==> src/rtl/usr_pkg.sv <==
// Shared encodings for the universal-shift-register command sequencer:
// USR ctrl/op codes, sequencer FSM states and a small op classification helper.
package usr_pkg;

  localparam logic [1:0] USR_HOLD = 2'b00;
  localparam logic [1:0] USR_SHR  = 2'b01;
  localparam logic [1:0] USR_SHL  = 2'b10;
  localparam logic [1:0] USR_LOAD = 2'b11;

  typedef enum logic [1:0] {
    ST_IDLE   = 2'b00,
    ST_EXEC   = 2'b01,
    ST_SETTLE = 2'b10,
    ST_RESP   = 2'b11
  } seq_state_e;

  // Shift ops take their cycle count from the command; HOLD/LOAD always run one cycle.
  function automatic logic is_shift_op(input logic [1:0] op);
    return (op == USR_SHR) || (op == USR_SHL);
  endfunction

endpackage

==> src/rtl/usr_cmd_sequencer.sv <==
// Turns one {op, count, data} command into a timed USR ctrl sequence and returns
// the settled USR contents on a valid/ready response channel.
module usr_cmd_sequencer
  import usr_pkg::*;
#(
  parameter int WIDTH = 4,
  parameter int CNT_W = 3
) (
  input  logic             clk,
  input  logic             reset,
  input  logic             cmd_valid,
  output logic             cmd_ready,
  input  logic [1:0]       cmd_op,
  input  logic [CNT_W-1:0] cmd_count,
  input  logic [WIDTH-1:0] cmd_data,
  output logic [1:0]       usr_ctrl,
  output logic [WIDTH-1:0] usr_d,
  input  logic [WIDTH-1:0] usr_q,
  output logic             rsp_valid,
  input  logic             rsp_ready,
  output logic [WIDTH-1:0] rsp_data,
  output logic             busy
);

  localparam logic [CNT_W-1:0] CNT_ZERO = CNT_W'(0);
  localparam logic [CNT_W-1:0] CNT_ONE  = CNT_W'(1);

  seq_state_e       state_q, state_d;
  logic [CNT_W-1:0] cnt_q, cnt_d;
  logic [1:0]       ctrl_q, ctrl_d;
  logic [WIDTH-1:0] usr_d_q, usr_d_d;
  logic             rsp_valid_q, rsp_valid_d;
  logic [WIDTH-1:0] rsp_data_q, rsp_data_d;

  // Next-state and registered-output computation for the sequencer FSM.
  always_comb begin
    state_d     = state_q;
    cnt_d       = cnt_q;
    ctrl_d      = ctrl_q;
    usr_d_d     = usr_d_q;
    rsp_valid_d = rsp_valid_q;
    rsp_data_d  = rsp_data_q;

    case (state_q)
      ST_IDLE: begin
        if (cmd_valid) begin
          case (cmd_op)
            USR_LOAD: begin
              usr_d_d = cmd_data;
              ctrl_d  = USR_LOAD;
              cnt_d   = CNT_ONE;
              state_d = ST_EXEC;
            end
            USR_HOLD: begin
              ctrl_d  = USR_HOLD;
              cnt_d   = CNT_ONE;
              state_d = ST_EXEC;
            end
            USR_SHR, USR_SHL: begin
              // A zero-length shift skips EXEC entirely and only waits for SETTLE.
              if (cmd_count == CNT_ZERO) begin
                ctrl_d  = USR_HOLD;
                cnt_d   = CNT_ZERO;
                state_d = ST_SETTLE;
              end else begin
                ctrl_d  = cmd_op;
                cnt_d   = cmd_count;
                state_d = ST_EXEC;
              end
            end
            default: begin
              ctrl_d  = USR_HOLD;
              state_d = ST_IDLE;
            end
          endcase
        end else begin
          state_d = ST_IDLE;
        end
      end

      ST_EXEC: begin
        if (cnt_q <= CNT_ONE) begin
          ctrl_d  = USR_HOLD;
          cnt_d   = CNT_ZERO;
          state_d = ST_SETTLE;
        end else begin
          cnt_d   = cnt_q - CNT_ONE;
          state_d = ST_EXEC;
        end
      end

      // ctrl has been HOLD for a full cycle, so usr_q now carries the final value.
      ST_SETTLE: begin
        rsp_data_d  = usr_q;
        rsp_valid_d = 1'b1;
        state_d     = ST_RESP;
      end

      ST_RESP: begin
        if (rsp_ready) begin
          rsp_valid_d = 1'b0;
          state_d     = ST_IDLE;
        end else begin
          rsp_valid_d = 1'b1;
          state_d     = ST_RESP;
        end
      end

      default: begin
        ctrl_d      = USR_HOLD;
        cnt_d       = CNT_ZERO;
        rsp_valid_d = 1'b0;
        state_d     = ST_IDLE;
      end
    endcase
  end

  // State and output registers; reset discards any in-flight command.
  always_ff @(posedge clk or negedge reset) begin
    if (!reset) begin
      state_q     <= ST_IDLE;
      cnt_q       <= CNT_ZERO;
      ctrl_q      <= USR_HOLD;
      usr_d_q     <= {WIDTH{1'b0}};
      rsp_valid_q <= 1'b0;
      rsp_data_q  <= {WIDTH{1'b0}};
    end else begin
      state_q     <= state_d;
      cnt_q       <= cnt_d;
      ctrl_q      <= ctrl_d;
      usr_d_q     <= usr_d_d;
      rsp_valid_q <= rsp_valid_d;
      rsp_data_q  <= rsp_data_d;
    end
  end

  assign cmd_ready = (state_q == ST_IDLE);
  assign busy      = (state_q != ST_IDLE);
  assign usr_ctrl  = ctrl_q;
  assign usr_d     = usr_d_q;
  assign rsp_valid = rsp_valid_q;
  assign rsp_data  = rsp_data_q;

endmodule

==> config.mk <==
export PLATFORM = sky130hd
export DESIGN_NAME = usr_cmd_sequencer
export DESIGN_NICKNAME = d
export VERILOG_FILES = /design/src/rtl/usr_pkg.sv /design/src/rtl/usr_cmd_sequencer.sv
export SDC_FILE = /design/constraint.sdc
export NUM_CORES = 1
export LEC_CHECK = 0
export BUFFER_PORTS_ARGS = -buffer_cell sky130_fd_sc_hd__clkbuf_2
export CORE_UTILIZATION = 25
export DETAILED_ROUTE_END_ITERATION = 16
export GPL_TIMING_DRIVEN = 0
export PLACE_DENSITY_LB_ADDON = 0.15
export SLEW_MARGIN = 20
export SYNTH_ARGS = -nofsm -noshare
export SYNTH_HDL_FRONTEND = slang
export SYNTH_SLANG_ARGS = --single-unit
==> constraint.sdc <==
create_clock -name clk -period 2.1 [get_ports clk]
set_input_delay 0.21 -clock clk [delete_from_list [all_inputs] [get_ports clk]]
set_output_delay 0.21 -clock clk [all_outputs]
set_load 0.01 [all_outputs]
==> impl_summary.log <==
[metrics] global-route wire length before repair: 3.07 mm
[metrics] critical path launch point: cnt_q[0]
[metrics] path type of the worst setup path: flip-flop to flip-flop
[metrics] internal power: 0.000959 W
[metrics] post-cts gate resize count: 0
[metrics] Setup WS pre-CTS: 0.491 ns
[metrics] worst-case reg-to-reg path depth: 4
[metrics] HPWL after DPL: 1.45 mm
[metrics] setup total negative slack: 0 ns
[metrics] clock tree from TritonCTS: yes
[metrics] class of the most critical hold timing path: input port to flip-flop
[metrics] critical path data required time: 2.28 ns
[metrics] weighted congestion reported at the end of routability-driven placement: 0.766
[metrics] CTS Root Cell: sky130_fd_sc_hd__clkbuf_4
[metrics] Post-CTS Setup Inserts: 0
[metrics] Max clock buf depth: 2
[metrics] number of iterations in the first detailed-routing pass: 4
[metrics] synthesized flop and latch total: 16
[metrics] buffer and inverter count on the worst path: 0
[metrics] leak pwr: 0.572 nW
[metrics] cell count of the worst hold path: 2
[metrics] startpoint class of the critical path: flip-flop
[metrics] maximum fanout along the worst path: 6
[metrics] endpoints failing hold: 0
[metrics] die outline height: 61.9 µm
[metrics] number of global-route vias before repair: 685
[metrics] number of flops mapped to enable cells by yosys: 0
[metrics] warning count from the yosys run: 0
[metrics] CTS Hold Buffers Added: 1
[metrics] # rows: 21
[metrics] arrival time of the worst setup path: 1.80 ns
[metrics] CP max stage cell: sky130_fd_sc_hd__dfrtp_1
[metrics] commonest non-fill, non-tap cells in the layout: 29 x sky130_fd_sc_hd__clkbuf_2, 16 x sky130_fd_sc_hd__dfrtp_1, 8 x sky130_fd_sc_hd__inv_1
[metrics] total routed wirelength: 1.85 mm
[metrics] largest net degree at the start of global routing: 17
[metrics] final routed wire length divided by cell count: 11.7 µm
[metrics] ratio of total power to cell area: 1340 nW/µm²
[metrics] die width: 61.9 µm
[metrics] Worst-Margin Slew: 0.413 ns
[metrics] antenna violations before repair: 0
[metrics] clock buffer count from CTS: 3
[metrics] reg-to-reg critical path startpoint: cnt_q[0]
[metrics] max-slew violations: 0
[metrics] Gate power share: 49.5%
[metrics] average vias per placed instance: 4.42
[metrics] capturing element type of the critical path: flip-flop
[metrics] number of fillers in the final layout: 359
[metrics] syn nets: 99
[metrics] Max transition margin: 72.4%
[metrics] fraction of synthesis flops using an asynchronous set or reset pin: 100%
[metrics] layout cell share with drive strength beyond 1: 41.1%
[metrics] Critical Path Sink: usr_ctrl[1]
[metrics] count of antenna-violating nets left after detailed routing: 0
[metrics] total via count after detailed routing: 699
[metrics] mean post-synth cell area: 11.5 µm²
[metrics] Setup Viol. Count Final: 0
[metrics] total clock sinks: 16
[metrics] I/O Pins: 30
[metrics] area growth from synthesis to layout: 27.8%
[metrics] register area: 400 µm²
[metrics] DRC Markers: 0
[metrics] peak per-stage delay on the critical path: 0.45 ns
[metrics] max-capacitance violation count: 0
[metrics] input/output buffers: 29
[metrics] Crit. path cell count: 4
[metrics] worst reg2reg setup slack: 0.49 ns
[metrics] Flop pwr share: 36.7%
[metrics] Util after Layout: 33.8%
[metrics] sequential fraction of the synthesis area: 44.7%
[metrics] Design Area, Final: 1140 µm²
[metrics] maximum clock skew at final layout: 0.0109 ns
[metrics] CP top delay family: compound AO/OA/AOI/OAI gates
[metrics] most common library cell in the layout ignoring fill and taps: sky130_fd_sc_hd__clkbuf_2
[metrics] 1st-iter DRT viols: 30
[metrics] die footprint: 3830 µm²
[metrics] clock slew at reported path FFs: 0.11 ns
[metrics] final worst path period share: 76.7%
[metrics] status: finished, final reports clean
[metrics] setup repair after global routing missed its margin: no
[metrics] cell count after synthesis: 78
[metrics] total global routing track utilization: 11.2%
[metrics] Antenna Diode Count: 0
[metrics] post-synth cell types: 31
[metrics] Final nets: 134
[metrics] placeable core region: 3390 µm²
[metrics] share of total power consumed by net switching: 37.4%
[metrics] maximum frequency from static timing analysis: 621 MHz
[metrics] Non-Filler Instances: 158
[metrics] CTS HTree Levels: 1
[metrics] area of the mapped netlist: 896 µm²
[metrics] Congestion Overflow GR: 0
[metrics] worst reg2reg path endpoint: usr_ctrl[1]
[metrics] starting utilization of the core area: 26.4%
[metrics] dominant synthesized flop cell: sky130_fd_sc_hd__dfrtp_1
[metrics] cell area after placement: 1100 µm²
[metrics] total instance count after detailed placement: 153
[metrics] clock latency on the worst-skew pair: 0.29 ns
[metrics] NetSw: 0.000572 W
[metrics] Multi-input gate area: 444 µm²
[metrics] proportion of power drawn by the clock network: 13.8%
[metrics] worst path setup slack after routing: 0.489 ns
[metrics] time the final worst path needs with I/O delays and setup: 1.61 ns
[metrics] worst ir drop on vdd: 0.261 mV
[metrics] cell breakdown of the critical path: ha_1, o21bai_1, a22oi_1, mux2_1
## stage by stage
step	total power [W]	hold WS (ns)
floorplan	0.00109	-0.0856
global placement	0.00133	0.166
detailed placement	0.00134	0.170
CTS	0.00156	0.129
global route	0.00168	0.124
finish	0.00153	0.138
## cell usage after synthesis (2+ instances only)
library cell | count | area (µm²)
sky130_fd_sc_hd__inv_1 | 8 | 30.0
sky130_fd_sc_hd__nand2_1 | 4 | 15.0
sky130_fd_sc_hd__a2111oi_0 | 2 | 17.5
sky130_fd_sc_hd__mux2_4 | 4 | 60.1
sky130_fd_sc_hd__o211ai_1 | 2 | 15.0
sky130_fd_sc_hd__dfrtp_1 | 16 | 400
sky130_fd_sc_hd__mux2_2 | 2 | 22.5
sky130_fd_sc_hd__o21bai_1 | 2 | 15.0
sky130_fd_sc_hd__nor2b_1 | 3 | 18.8
sky130_fd_sc_hd__a22oi_1 | 2 | 15.0
sky130_fd_sc_hd__mux2_1 | 4 | 45.0
sky130_fd_sc_hd__and3_1 | 2 | 12.5
sky130_fd_sc_hd__o21ai_0 | 4 | 20.0
sky130_fd_sc_hd__buf_2 | 2 | 10.0
sky130_fd_sc_hd__a21oi_1 | 2 | 10.0
sky130_fd_sc_hd__ha_1 | 4 | 50.1
## power groups by stage
stage          Sequential [W]  Combinational [W]  Clock (W)
6_report             0.000561           0.000758   0.000211
5_1_grt              0.000586           0.000860   0.000237
4_1_cts              0.000563           0.000772   0.000224
3_5_place_dp         0.000568           0.000768          0
3_3_place_gp         0.000560           0.000768          0
2_1_floorplan        0.000602           0.000486          0
## registers in the layout (all words and copies together) (netlist names)
name       count
usr_ctrl       2
usr_d          4
state_q        2
rsp_valid      1
rsp_data       4
cnt_q          3
## worst register-to-register path, delay by kind of cell (launching register included)
family	cells	cell delay, ns
AO/OA/AOI/OAI	2	0.47
multiplexers	1	0.36
adder cells (fa/ha/maj)	1	0.23
flip-flops	1	0.45
## layout make-up
cell class | count | share of cell area, %
multi-input cells | 51 | 38.8
flip-flops and latches | 16 | 35.0
repair buffers | 30 | 13.6
well taps | 46 | 5.03
clock buffers | 4 | 3.17
inverters | 8 | 2.62
plain buffers | 3 | 1.86
## logic make-up after synthesis
kind of cell | share of synthesized area [%]
compound gates | 15.9
buf+inv | 5.73
fa+ha+maj | 5.59
simple gates | 13.8
mux | 14.2
flops | 44.7
## routing by layer
metal / share of wire (%) / global-route usage [%]
met2: 47 / 18.6
met3: 3.2 / 2.48
met4: 1.4 / 4.76
met1: 49 / 14.1
met5: 0 / 0
## worst min path at each step
stage	from	endpoint
after floorplan	reset	cnt_q[0]
after detailed placement	reset	usr_d[0]
after CTS	usr_q[1]	rsp_data[1]
after global routing	usr_q[1]	rsp_data[1]
final	usr_q[1]	rsp_data[1]
after global placement	reset	usr_d[0]
(Power assumes the default switching activity.)
